## src/rtl/bcd_up_timer.sv

```systemverilog
// Elapsed mm:ss timer in BCD digits with a 1 s prescaler, start/stop/clear
// control and an optional limit compare that ends the run.
module bcd_up_timer #(
    parameter int TICK_DIV = 31_500_000,
    parameter int PW       = $clog2(TICK_DIV)
) (
    input  logic        clk,
    input  logic        reset,
    input  logic        start,
    input  logic        stop,
    input  logic        clear,
    input  logic        limit_en,
    input  logic [15:0] limit_bcd,
    output logic [3:0]  sec_u,
    output logic [3:0]  sec_t,
    output logic [3:0]  min_u,
    output logic [3:0]  min_t,
    output logic        running,
    output logic        done,
    output logic        tick_1s,
    output logic        rollover
);

    // A divide-by-1 prescaler still needs a one-bit register.
    localparam int CW = (PW < 1) ? 1 : PW;
    localparam logic [CW-1:0] PRESC_MAX = CW'(TICK_DIV - 1);

    typedef enum logic [1:0] {
        S_IDLE  = 2'd0,
        S_RUN   = 2'd1,
        S_PAUSE = 2'd2,
        S_DONE  = 2'd3
    } state_t;

    state_t        state_q, state_d;
    logic [CW-1:0] presc_q, presc_d;
    logic [15:0]   digits_q, digits_d;   // {min_t, min_u, sec_t, sec_u}
    logic          tick_1s_q, tick_1s_d;
    logic          rollover_q, rollover_d;

    logic          tick_edge;
    logic [16:0]   inc;                  // {wrap, next digits}
    logic          limit_hit;

    // Advance the four-digit chain by one second; MSB flags 59:59 -> 00:00.
    function automatic logic [16:0] bcd_inc(input logic [15:0] d);
        logic [15:0] n;
        logic        c;
        n = d;
        c = 1'b1;
        if (d[3:0] == 4'd9) begin
            n[3:0] = 4'd0;
        end else begin
            n[3:0] = d[3:0] + 4'd1;
            c      = 1'b0;
        end
        if (c) begin
            if (d[7:4] == 4'd5) begin
                n[7:4] = 4'd0;
            end else begin
                n[7:4] = d[7:4] + 4'd1;
                c      = 1'b0;
            end
        end
        if (c) begin
            if (d[11:8] == 4'd9) begin
                n[11:8] = 4'd0;
            end else begin
                n[11:8] = d[11:8] + 4'd1;
                c       = 1'b0;
            end
        end
        if (c) begin
            if (d[15:12] == 4'd5) begin
                n[15:12] = 4'd0;
            end else begin
                n[15:12] = d[15:12] + 4'd1;
                c        = 1'b0;
            end
        end
        return {c, n};
    endfunction

    function automatic logic bcd_valid(input logic [15:0] v);
        return (v[3:0] <= 4'd9) && (v[7:4] <= 4'd5) &&
               (v[11:8] <= 4'd9) && (v[15:12] <= 4'd5);
    endfunction

    always_comb begin
        state_d    = state_q;
        presc_d    = presc_q;
        digits_d   = digits_q;
        tick_1s_d  = 1'b0;
        rollover_d = 1'b0;

        tick_edge = (state_q == S_RUN) && (presc_q == PRESC_MAX);
        inc       = bcd_inc(digits_q);
        limit_hit = limit_en && bcd_valid(limit_bcd) && (inc[15:0] == limit_bcd);

        if (clear) begin
            state_d  = S_IDLE;
            presc_d  = '0;
            digits_d = '0;
        end else begin
            unique case (state_q)
                S_IDLE: begin
                    if (start && !stop) state_d = S_RUN;
                end
                S_RUN: begin
                    if (tick_edge) begin
                        presc_d    = '0;
                        digits_d   = inc[15:0];
                        tick_1s_d  = 1'b1;
                        rollover_d = inc[16];
                        // A limit match ends the run even if stop arrives on the same edge.
                        if (limit_hit)  state_d = S_DONE;
                        else if (stop)  state_d = S_PAUSE;
                    end else begin
                        presc_d = presc_q + CW'(1);
                        if (stop) state_d = S_PAUSE;
                    end
                end
                S_PAUSE: begin
                    if (start && !stop) state_d = S_RUN;
                end
                S_DONE: begin
                    presc_d = '0;
                end
                default: state_d = S_IDLE;
            endcase
        end
    end

    always_ff @(posedge clk or posedge reset) begin
        if (reset) begin
            state_q    <= S_IDLE;
            presc_q    <= '0;
            digits_q   <= '0;
            tick_1s_q  <= 1'b0;
            rollover_q <= 1'b0;
        end else begin
            state_q    <= state_d;
            presc_q    <= presc_d;
            digits_q   <= digits_d;
            tick_1s_q  <= tick_1s_d;
            rollover_q <= rollover_d;
        end
    end

    assign sec_u    = digits_q[3:0];
    assign sec_t    = digits_q[7:4];
    assign min_u    = digits_q[11:8];
    assign min_t    = digits_q[15:12];
    assign running  = (state_q == S_RUN);
    assign done     = (state_q == S_DONE);
    assign tick_1s  = tick_1s_q;
    assign rollover = rollover_q;

endmodule

```

## config.mk

```make
export PLATFORM = sky130hd
export DESIGN_NAME = bcd_up_timer
export DESIGN_NICKNAME = d
export VERILOG_FILES = /design/src/rtl/bcd_up_timer.sv
export SDC_FILE = /design/constraint.sdc
export NUM_CORES = 1
export LEC_CHECK = 0
export CORE_MARGIN = 4
export CORE_UTILIZATION = 54
export DETAILED_ROUTE_END_ITERATION = 8
export GPL_TIMING_DRIVEN = 0
export HOLD_SLACK_MARGIN = 0.02
export PLACE_DENSITY = 0.79
export REMOVE_ABC_BUFFERS = 1
export SLEW_MARGIN = 20
export SYNTH_ARGS = -nofsm -noshare
export SYNTH_HDL_FRONTEND = slang
export SYNTH_SLANG_ARGS = --single-unit
```

## constraint.sdc

```tcl
create_clock -name clk -period 7.3 [get_ports clk]
set_input_delay 0.73 -clock clk [delete_from_list [all_inputs] [get_ports clk]]
set_output_delay 0.73 -clock clk [all_outputs]
set_load 0.01 [all_outputs]
```

## After elaboration in Yosys (flattened, before gate mapping)

Cells that the tools add are included.

| word-level totals | value |
|---|---|
| output and inout bits | 20 |
| input port bits | 22 |
| register bits after elaboration | 45 |
| logic and storage cells | 72 |

| operators by class | value |
|---|---|
| add/sub/neg operators | 5 |
| equal/unequal tests | 10 |
| reductions and logical operators | 16 |
| mux-type cells | 32 |
| $lt $le $gt $ge | 4 |

Operators by type and width:

| cell | number |
|---|---|
| $mux W25 | 2 |
| $pmux W25 S2 | 1 |
| $mux W16 | 3 |
| $mux W4 | 7 |
| $add A25 B1 Y25 const B | 1 |
| $eq A25 B25 Y1 const B | 1 |
| $add A4 B1 Y4 const B | 4 |
| $eq A16 B16 Y1 | 1 |
| $mux W1 | 13 |
| $mux W2 | 5 |
| $eq A4 B3 Y1 const B | 2 |
| $eq A4 B4 Y1 const B | 2 |
| $le A4 B3 Y1 const B | 2 |
| $le A4 B4 Y1 const B | 2 |
| $logic_and A1 B1 Y1 | 7 |
| $reduce_bool A3 Y1 | 2 |
| $eq A2 B2 Y1 const B | 2 |
| $pmux W2 S2 | 1 |
| $reduce_and A2 Y1 | 2 |
| $reduce_bool A2 Y1 | 2 |
| $ne A3 B1 Y1 const B | 1 |
| $eq A2 B1 Y1 const B | 1 |
| $logic_not A2 Y1 | 1 |
| $reduce_or A2 Y1 | 1 |
| $logic_not A1 Y1 | 1 |

## Logic depth before layout (Yosys ltp)

Gate-level depths: netlist of run 1.

| logic depth | value |
|---|---|
| depth after elaboration | 11 |
| depth in mapped cells | 10 |
| depth with buffers taken out | 9 |

## Least setup slack after synthesis of run 1

No wires, ideal clock.

| timing | value |
|---|---|
| kind | register to register |
| from | reg digits_q[4] |
| to | reg state_q[0] |
| path slack | 4.885 ns |
| clock period less this slack | 2.415 ns |
| path buffers | 1 |
| data required time | 7.206 ns |
| setup time | 0.094 ns |
| stages on the path, launching flop included | 10 |
| arrival time | 2.321 ns |
| cells stage by stage | dfrtp_1 > ha_1 > and3b_1 > buf_4 > nand3_4 > or3b_1 > and3_1 > nor4_1 > a41oi_1 > a211oi_1 |

| on the way | value |
|---|---|
| longest elaborated chain between the ends | 11 |
| elaborated cells between the ends (all ways) | 15 |
| those cells by class | add/sub (1); eq/ne (2); mux (11); reduce/logical (1) |

Ends and longest elaborated chain:

| element | line | source |
|---|---|---|
| from (decl) | 37 | `logic [15:0] digits_q, digits_d;` |
| from (signal assigned) | 144 | `digits_q <= digits_d;` |
| $eq A4 B3 Y1 | 58 | `if (d[7:4] == 4'd5) begin` |
| $mux W1 | 58 |  |
| $mux W1 | 57 | `if (c) begin` |
| $mux W1 | 65 | `if (c) begin` |
| $mux W4 | 73 | `if (c) begin` |
| $eq A16 B16 Y1 (*) | 98 | `limit_hit = limit_en && bcd_valid(limit_bcd) && (inc[15:0] == limit_bcd);` |
| $logic_and A1 B1 Y1 (*) | 98 |  |
| $mux W2 (*) | 116 | `if (limit_hit) state_d = S_DONE;` |
| $mux W2 (*) | 110 | `if (tick_edge) begin` |
| $pmux W2 S2 (*) | 105 | `unique case (state_q)` |
| $mux W2 (*) | 100 | `if (clear) begin` |
| to (signal assigned) | 142 | `state_q <= state_d;` |
| to (decl) | 35 | `state_t state_q, state_d;` |

Mark *: on every way between the ends. The rest lies on a longest branch, timed or not.
A chain may end at the register's enable or synchronous reset.

## Final worst setup path of run 1

| timing | value |
|---|---|
| from | reg presc_q[12] |
| to | reg state_q[1] |

| on the way | value |
|---|---|
| longest elaborated chain between the ends | 5 |

Ends and longest elaborated chain:

| element | line | source |
|---|---|---|
| from (decl) | 36 | `logic [CW-1:0] presc_q, presc_d;` |
| from (signal assigned) | 143 | `presc_q <= presc_d;` |
| $eq A25 B25 Y1 | 96 | `tick_edge = (state_q == S_RUN) && (presc_q == PRESC_MAX);` |
| $logic_and A1 B1 Y1 | 96 |  |
| $mux W2 | 110 |  |
| $pmux W2 S2 | 105 |  |
| $mux W2 | 100 |  |

Every way passes these cells.

==> metrics.md, run 1 <==
| Metric | Value |
|---|---|
| Status | completed |
| CTS tree | built |
| Mapped Area | 0.00294 mm^2 |
| First-pass GRT wire length | 12000 um |
| Worst-path clk slew | 90 ps |
| Max FO, Critical Path | 7 |
| Critical Path End Type | flop |
| Final RePlAce weighted congestion | 0.934 |
| Clock Sinks | 45 |
| Io pins | 42 |
| Row Count | 26 |
| Antenna violations before repair | 0 |
| Routed vias | about 2700 |
| DRC | 0 |
| Via-to-Cell Ratio | just under 6 |
| Slew @ Worst Pin | 922 ps |
| Placement Setup Slack | 4220 ps |
| Final #Nets | 419 |
| Cts hold-fix bufs | 0 |
| Root buffer cell | clkbuf_8 |
| Startpoint type of the worst setup path | flop |
| Worst Path Buf+Inv | 1 |
| Worst skew pair latency | 310 ps |
| PwrDens | 127 mW/mm^2 |
| RSZ-0062 raised after global routing | no |
| ANT nets after route | 0 |
| Top cells by area, synth | dfrtp_1, nor2_1, xnor2_1 |
| Hold endpoint | presc_q[6] |
| Main synth FF type | dfrtp_1 |
| Max incr delay on CP | 690 ps |
| CP required | 7500 ps |
| Post-DP HPWL | 5330 um |
| Hold slack | 520 ps |
| Placed cell area | 0.00341 mm^2 |
| Slew HR | approximately two fifths |
| Hold Path Stages | 1 |
| FF+latch count, synth | 45 |
| Final period util | 42.4% |
| Fin cells | approximately 460 |
| Total CTS buffers | 5 |
| Yosys top cell by area | dfrtp_1 |
| Worst Hold Launch | presc_q[6] |
| Fillers | between 400 and 500 |
| Delay-heaviest family, CP | simple AND/OR/NAND/NOR gates |
| CTS max path bufs | 2 |
| R2R setup slack | 4210 ps |
| IO buf count | 41 |
| Syn. warnings | 0 |
| Area grow syn2layout | 19.0% |
| Crit. Startpoint | presc_q[12] |
| Placed cells | 453 |
| Drt initial violations | 171 |
| DR WL/cell | 15.5 um |
| First drt pass iteration count | 4 |
| FF-to-FF End | state_q[1] |
| Die height | ~82 um |
| Layout cells sized above 1 | 3.58% |
| Setup bufs post-CTS | 0 |
| Setup CP Type | flop to flop |
| Min cycle time layout | 3090 ps |
| Initial Util | 56.6% |
| Final wirelength | roughly 7000 um |
| Diodes inserted | 0 |
| Syn Area/Cell | 8.32 um^2 |
| Final WS setup | 4210 ps |
| Peak VDD IR | 98.1 uV |
| Critical Path, Cell by Cell | nor4b_1, nand4_1, nor4_2, buf_4, o221ai_1, nor4_1, a41oi_1, a211oi_1 |
| Die area | 0.00670 mm^2 |
| Vias in the first global route | 2537 |
| Final Max Tran Viols | 0 |
| Mapped Cells | 354 |
| Path depth of the worst reg2reg path | 8 |
| Overall Power | 0.445 mW |
| Final hold vios | 0 |
| Fmax | roughly 320 MHz |
| GRT overflow | 0 |
| Sequential area share after synthesis | a little under two fifths |
| Min-Delay Path Class | flop to flop |
| Share of the synthesized area in the top cell type | 38.2% |
| Core area | 0.00520 mm^2 |
| Setup Viol. Count Final | 0 |
| All-Layer GR Usage | a little under a quarter |
| Leak | 1.34 nW |
| Signal arrival time at the worst endpoint | between 3000 and 4000 ps |
| H-tree levels | 2 |
| Slowest stage cell on the critical path | nor4_2 |
| Finished Cell Area | ~0.0035 mm^2 |
| Post-cts resize count | 0 |
| Worst reg2reg path startpoint | presc_q[12] |
| Utilization after layout | 67.3% |
| Die Wd | 81.8 um |
| Synth cell types | 47 |
| Setup TNS | 0 ps |
| Max cap viols | 0 |
| Ys async rst share | 100% |
| Post-synth EDFFs | 0 |
| Largest net degree at the start of global routing | 26 |
| Worst Skew | 13.2 ps |
cells in the final DEF (no fill, tap or decap), types with 3 or more instances in the layout:
master,count
a21oi_1,23
a31oi_1,3
and2_1,3
and3_1,5
and3b_1,3
clkbuf_8,5
clkdlybuf4s50_1,41
dfrtp_1,45
ha_1,7
inv_1,8
mux2i_1,6
nand2_1,26
nand2b_1,7
nand3_1,21
nand4_1,7
nor2_1,59
nor2b_1,4
nor3_1,13
nor4_1,5
nor4bb_1,3
o21ai_0,22
o31ai_1,4
or3_1,3
xnor2_1,18
xor2_1,16
worst max-delay path by stage:
stage / slack [ps] / depth (start not counted) / endpoint
6_report: 4210 / 8 / state_q[1]
5_1_grt: 4010 / 8 / state_q[1]
4_1_cts: 4230 / 8 / state_q[1]
3_5_place_dp: 4220 / 7 / presc_q[17]
3_3_place_gp: 3370 / 7 / state_q[1]
2_1_floorplan: 4640 / 7 / state_q[0]
flip-flops by register name (all words and copies together), names as in the netlist:
signal / flops
digits_q: 16
presc_q: 25
rollover: 1
state_q: 2
tick_1s: 1
power by group:
| group | internal, mW | switching [mW] | total (mW) | leakage (nW) |
|---|---|---|---|---|
| sequential | 0.250 | 0.000954 | 0.251 | 0.628 |
| clock | 0.0675 | 0.0880 | 0.156 | 0.0374 |
| combinational | 0.0178 | 0.0207 | 0.0385 | 0.673 |
| total | 0.335 | 0.110 | 0.445 | 1.34 |
cell usage after synthesis (all sizes together) (4+ instances only):
cell type / n
nor2: 59
dfrtp: 45
nand2: 26
a21oi: 23
nand3: 22
o21ai: 22
xnor2: 18
xor2: 16
nor3: 13
inv: 9
clkbuf: 8
ha: 7
nand2b: 7
nand4: 7
buf: 6
mux2i: 6
nor4: 6
and3: 5
nor2b: 4
o31ai: 4
metal layers:
layer  part of all wire (%)  wire length [um]  global-route usage (%)  vias up
li1                       -                 -                       -     1327
met1                     46              3270                    33.4     1296
met2                     47              3330                    35.5       83
met3                    6.1               434                    3.51       11
met4                    1.6               114                    7.48        0
met5                      0                 0                       0        -
logic make-up after synthesis:
group / Yosys count / synth area share, %
XOR/XNOR: 34 / 10.1
flip-flops: 45 / 38.2
multiplexers: 6 / 2.04
AO/OA/AOI/OAI: 66 / 13.3
AND/OR/NAND/NOR: 173 / 30.0
buffers and inverters: 23 / 3.23
adder cells (fa/ha/maj): 7 / 2.97
area by class of cell:
type                    instances  area (um^2)  share of cell area [%]
multi-input cells             286         1730                    49.4
flip-flops and latches         45         1130                    32.2
repair buffers                 43          438                    12.5
well taps                      70         87.6                    2.50
clock buffers                   6         72.6                    2.07
inverters                       9         33.8                   0.965
clock inverters                 2         15.0                   0.429
worst register-to-register path, cell delays in order (launching register included):
cell and delay (ps):
dfrtp_1 440, nor4b_1 430, nand4_1 200, nor4_2 690, buf_4 270, o221ai_1 150, nor4_1 270, a41oi_1 250
a211oi_1 290
Power figures use the tool's default switching activity.
==> run 2, diff against run 1 <==
- CORE_UTILIZATION: 54 -> 50
- PLACE_DENSITY: 0.79 -> 0.77
- clock period: 7.3 -> 2.8 ns (I/O delays scaled with it)
==> run 2 against run 1 <==
Clock skew is 8.1 ps lower. Critical path depth stayed put. Combinational power grew to 2.7 times the previous value. First-iteration DRC count is 52% higher. Critical endpoint unchanged. Critical path type unchanged. Routed wire length is 2.6% higher. Largest cell class unchanged. Register-to-register slack worse by 4100 ps. Largest power group unchanged. Sequential cell count stayed put. Highest routed layer unchanged.
==> metrics.md, run 2 (same netlist as run 1, synthesis figures left out) <==
| Metric | Value |
|---|---|
| ANT nets after route | 0 (unchanged) |
| Pint | 0.875 mW (+160%) |
| CTS tree | built |
| Routed vias | 2788 (+2.6%) |
| Row Count | 27 (+3.8%) |
| Sw Share | 25.7% (+1.0 points) |
| Max FO, Critical Path | 7 (unchanged) |
| Delay-heaviest family, CP | simple AND/OR/NAND/NOR gates |
| Clock share of power | 35.8% (+0.8 points) |
| H-tree levels | 2 (unchanged) |
| Fmax | 371 MHz (+15%) |
| Reg power frac | 55.4% (-1.0 points) |
| Final Max Tran Viols | 0 (unchanged) |
| Max FFs per register | 25 (unchanged) |
| Startpoint type of the worst setup path | flop |
| Root buffer cell | clkbuf_8 |
| Final RePlAce weighted congestion | 0.876 (-6.2%) |
| Biggest register | presc_q |
| Max cap viols | 0 (unchanged) |
| Fillers | 507 (+12%) |
| PwrDens | 322 mW/mm^2 (+150%) |
| Vias in the first global route | 2577 (+1.6%) |
| IO buf count | 41 (unchanged) |
| Finished Cell Area | 0.00365 mm^2 (+4.4%) |
| Core area | 0.00561 mm^2 (+7.7%) |
| GRT overflow | 0 (unchanged) |
| Worst skew pair latency | 300 ps (about the same) |
| Slew @ Worst Pin | 872 ps (-50.5 ps) |
| Status | completed |
| DRC | 0 (unchanged) |
| Post-DP HPWL | 5170 um (-3.1%) |
| Setup CP Type | flop to flop |
| Cts hold-fix bufs | 0 (unchanged) |
| Worst Path Buf+Inv | 1 (unchanged) |
| Placement Setup Slack | -79.7 ps (-4300 ps) |
| Clock Sinks | 45 (unchanged) |
| Worst-path clk slew | 90 ps (about the same) |
| Final WS setup | 101 ps (-4100 ps) |
| Critical Path End Type | flop |
| Leak | 1.42 nW (+6.2%) |
| Slew HR | 41.7% (+3.4 points) |
| Comb power frac | 8.8% (about the same) |
| Min cycle time layout | 2700 ps (-396 ps) |
| Biggest regs | presc_q x25, digits_q x16, state_q x2 |
| First-pass GRT wire length | 12200 um (+1.8%) |
| Die Wd | 84.7 um (+3.5%) |
| Via-to-Cell Ratio | 5.88 (-0.20%) |
| Die area | 0.00718 mm^2 (+7.2%) |
| Path depth of the worst reg2reg path | 8 (unchanged) |
| Most common cell after layout, fill and taps aside | nor2_1 |
| DR WL/cell | 15.5 um (-0.23%) |
| Diodes inserted | 0 (unchanged) |
| First drt pass iteration count | 5 (+1) |
| CP required | 3000 ps (-4500 ps) |
| Commonest non-fill, non-tap cells in the layout | nor2_1, dfrtp_1, clkdlybuf4s50_1 |
| Final hold vios | 0 (unchanged) |
| Min-Delay Path Class | input port to async pin |
| Final wirelength | 7340 um (+2.6%) |
| Placed cell area | 0.00342 mm^2 (about the same) |
| Crit path depth | 8 (unchanged) |
| Area grow syn2layout | 24.1% |
| Signal arrival time at the worst endpoint | 2900 ps (-400 ps) |
| Io pins | 42 (unchanged) |
| Die height | 84.7 um (+3.5%) |
| Total CTS buffers | 5 (unchanged) |
| Critical Path, Cell by Cell | nor4b_2, nand4_1, nor4_4, buf_4, o221ai_1, nor4_2, a41oi_1, a211oi_1 |
| Drt initial violations | 260 (+52%) |
| Worst Skew | 5.09 ps (-8.08 ps) |
| Setup Viol. Count Final | 0 (unchanged) |
| Peak VDD IR | 242 uV (+150%) |
| Final period util | 96.4% (+54 points) |
| Switching power | 0.302 mW (+180%) |
| Antenna violations before repair | 0 (unchanged) |
| All-Layer GR Usage | 20.6% (-2.5 points) |
| CTS max path bufs | 2 (unchanged) |
| Final #Nets | 430 (+2.6%) |
| Initial Util | 52.5% (-4.1 points) |
| Slowest stage cell on the critical path | nor4_4 |
| Largest net degree at the start of global routing | 34 (+31%) |
| Layout cells sized above 1 | 8.71% (+5.1 points) |
| Max incr delay on CP | 440 ps (-250 ps) |
| Utilization after layout | 65.2% (-2.1 points) |
## run 2: repair_timing
| item | CTS | global route |
|---|---|---|
| pin swaps | 1 | 3 |
| cloned | 0 | 0 |
| setup buffers | 0 | 11 |
| gates resized for setup | 2 | 12 |
| endpoints found under the hold margin | 0 | 0 |
| endpoints found under the setup margin | 2 | 5 |
## run 2: layer usage
metal	track usage [%]	share of wire, %	vias up
met5	0	0	-
met4	6.91	1.5	0
met3	2.94	5.2	13
met2	32.4	47	98
met1	29.2	47	1331
li1	-	-	1346
## run 2: worst paths after layout
kind / start / endpoint / slack (ps)
setup / recovery: presc_q[19] / state_q[1] / 100
hold / removal: reset / presc_q[20] / 230
setup reg to reg: presc_q[19] / state_q[1] / 100
hold reg to reg: presc_q[0] / presc_q[0] / 530
max in group asynchronous: reset / digits_q[4] / 2090
min in group clk: presc_q[0] / presc_q[0] / 530
## run 2: cell type report
class / count / area (um^2) / area share, %
Inverter: 9 / 33.8 / 0.924
Clock inverter: 3 / 21.3 / 0.582
Clock buffer: 5 / 68.8 / 1.88
Tap cell: 72 / 90.1 / 2.46
Timing Repair Buffer: 54 / 520 / 14.2
Multi-Input combinational cell: 286 / 1790 / 49.0
Sequential cell: 45 / 1130 / 30.9
## run 2: per-stage QoR
step | setup TNS [ps] | std cells | hold WS, ps | power (mW)
finish | 0 | 474 | 227 | 1.18
floorplan | 0 | 340 | 343 | 0.707
CTS | 0 | 463 | 234 | 1.18
detailed placement | -138 | 455 | 503 | 0.767
global route | -85.6 | 474 | 250 | 1.22
global placement | -18610 | 453 | 496 | 0.762
## run 2: worst register-to-register path: stages, from the launching register on
cell and delay [ps]:
dfrtp_1 430, nor4b_2 350, nand4_1 240, nor4_4 440
buf_4 230, o221ai_1 180, nor4_2 230, a41oi_1 210
a211oi_1 280
## run 2: power by group through the flow
stage / sequential [mW] / combinational (mW) / clock [mW]
CTS: 0.653 / 0.102 / 0.429
finish: 0.653 / 0.103 / 0.422
global placement: 0.666 / 0.0959 / 0
floorplan: 0.665 / 0.0418 / 0
detailed placement: 0.666 / 0.101 / 0
global route: 0.654 / 0.114 / 0.454
==> run 3, diff against run 2 <==
- CELL_PAD_IN_SITES_DETAIL_PLACEMENT: not set -> 1
- CELL_PAD_IN_SITES_GLOBAL_PLACEMENT: not set -> 1
- CORE_UTILIZATION: 50 -> 37
- GPL_TIMING_DRIVEN: 0 -> not set
- PLACE_DENSITY: 0.77 -> not set
- PLACE_DENSITY_LB_ADDON: not set -> 0.1
==> run 3 against run 2 <==
Sequential share of layout area is 0.45 points lower. Utilization down 17 points. Clock-buffer cell count increased by 1. Via count is 0.86% higher. Total power is 10% higher. Global-route usage decreased by 1.7 points. Sequential cell count unchanged. Largest power group unchanged. Critical path type unchanged. Cell count increased by 6.3%. Register-to-register slack better by 70 ps. Setup slack improved by 75 ps. Largest cell class unchanged.
==> metrics.md, run 3 (same netlist as run 1, synthesis figures left out) <==
| Metric | Value |
|---|---|
| Status | completed |
| Final #Nets | 430 (unchanged) |
| Max FFs per register | 25 (unchanged) |
| DR WL/cell | 17.6 um (+13%) |
| First-pass GRT wire length | 14700 um (+20%) |
| Biggest register | presc_q |
| Die height | 97.2 um (+15%) |
| Drt initial violations | 63 (-76%) |
| Row Count | 32 (+19%) |
| Slew HR | 58.6% (+17 points) |
| Final RePlAce weighted congestion | 0.824 (-5.9%) |
| Worst Skew | 7.72 ps (+2.63 ps) |
| Fillers | 944 (+86%) |
| Slew @ Worst Pin | 615 ps (-257 ps) |
| Commonest non-fill, non-tap cells in the layout | nor2_1, dfrtp_1, clkdlybuf4s50_1 |
| PwrDens | 351 mW/mm^2 (+8.9%) |
| Vias in the first global route | 2895 (+12%) |
| Setup TNS | 0 ps (unchanged) |
| Via-to-Cell Ratio | 5.58 (-5.1%) |
| Largest net degree at the start of global routing | 26 (-24%) |
| Layout cells sized above 1 | 8.71% (unchanged) |
| First drt pass iteration count | 4 (-1) |
| Worst-path clk slew | 90 ps (about the same) |
| Worst Path Buf+Inv | 1 (unchanged) |
| CTS tree | built |
| Leak | 1.41 nW (-0.49%) |
| Biggest regs | presc_q x25, digits_q x16, state_q x2 |
| RSZ-0062 raised after global routing | no |
| Setup Viol. Count Final | 0 (unchanged) |
| Routed vias | 2812 (+0.86%) |
| Die Wd | 97.2 um (+15%) |
| H-tree levels | 2 (unchanged) |
| Area grow syn2layout | 25.7% |
| Final Max Tran Viols | 0 (unchanged) |
| IO buf count | 41 (unchanged) |
| Initial Util | 38.1% (-14 points) |
| Min-Delay Path Class | input port to async pin |
| Slowest stage cell on the critical path | dfrtp_1 |
| Final hold vios | 0 (unchanged) |
| CP required | 3020 ps (+20 ps) |
| Max FO, Critical Path | 10 (+3) |
| Root buffer cell | clkbuf_8 |
| Final wirelength | 8860 um (+21%) |
| Total CTS buffers | 5 (unchanged) |
| ANT nets after route | 0 (unchanged) |
| Critical Path End Type | flop |
| DRC | 0 (unchanged) |
| Worst skew pair latency | 310 ps (about the same) |
| Max cap viols | 0 (unchanged) |
| Setup CP Type | flop to flop |
| Post-DP HPWL | 6700 um (+30%) |
| Diodes inserted | 0 (unchanged) |
| Cts hold-fix bufs | 0 (unchanged) |
| Most common cell after layout, fill and taps aside | nor2_1 |
| Min cycle time layout | 2620 ps (-74.8 ps) |
| Startpoint type of the worst setup path | flop |
| Fmax | 381 MHz (+2.8%) |
| Max incr delay on CP | 450 ps (about the same) |
| Hold slack | 337 ps (+110 ps) |
| Peak VDD IR | 155 uV (-36%) |
| GRT overflow | 0 (unchanged) |
| Final period util | 93.7% (-2.7 points) |
| Critical Path, Cell by Cell | inv_1, ha_1, and3b_1, nand3_4, or3b_1, and3_1, nor4_4, a41oi_2, a211oi_1 |
| Signal arrival time at the worst endpoint | 2840 ps (-60 ps) |
| Antenna violations before repair | 0 (unchanged) |
| CTS max path bufs | 2 (unchanged) |
| Die area | 0.00945 mm^2 (+32%) |
| Clock Sinks | 45 (unchanged) |
| All-Layer GR Usage | 18.9% (-1.7 points) |
| Delay-heaviest family, CP | simple AND/OR/NAND/NOR gates |
| Io pins | 42 (unchanged) |
| Core area | 0.00773 mm^2 (+38%) |
## run 3: path summary, 6_finish.rpt
check / slack, ps / endpoint / startpoint / depth (start not counted)
worst max-delay path: 180 / state_q[0] / digits_q[5] / 9
worst min-delay path: 340 / digits_q[1] / reset / 3
worst max register to register: 180 / state_q[0] / digits_q[5] / 9
worst min register to register: 520 / presc_q[6] / presc_q[6] / 1
max in group asynchronous: 2190 / presc_q[19] / reset / 3
min in group clk: 520 / presc_q[6] / presc_q[6] / 1
## run 3: cell type report
class                   count  area, um^2  area share (%)
multi-input cells         286        1790            48.2
flip-flops and latches     45        1130            30.4
repair buffers             54         508            13.7
well taps                 102         128            3.45
clock buffers               6        82.6            2.23
clock inverters             2        37.5            1.01
inverters                   9        33.8           0.913
## run 3: per-layer routing
metal | GRT usage [%] | routed length (um) | up-vias
li1 | - | - | 1342
met1 | 26.3 | 4340 | 1419
met2 | 30.5 | 4150 | 42
met3 | 3.23 | 256 | 9
met4 | 4.54 | 107 | 0
met5 | 0 | 0 | -
## run 3: through the flow
stage	worst slack (ps)	cell area, um^2	power [mW]	util, %	instances
after floorplan	141	2880	0.707	-	340
after global placement	189	3520	0.771	45.5	495
after detailed placement	104	3520	0.773	45.5	495
after CTS	68.8	3640	1.31	47.1	503
after global routing	25.5	3700	1.35	47.9	504
final	176	3700	1.30	47.9	504
## run 3: what timing repair did
action                                  in CTS  in global routing
endpoints found under the setup margin       0                  3
buffers inserted                             0                  1
resized for setup                            0                 12
## run 3: tightest hold or removal path: cells and delay by family
kind     cells  cell delay (ps)
buf+inv      3              760
## run 3: power by group
| part | internal, mW | switching (mW) |
|---|---|---|
| Combinational | 0.0488 | 0.0615 |
| Clock | 0.291 | 0.245 |
| Sequential | 0.651 | 0.00247 |
| Total | 0.990 | 0.309 |
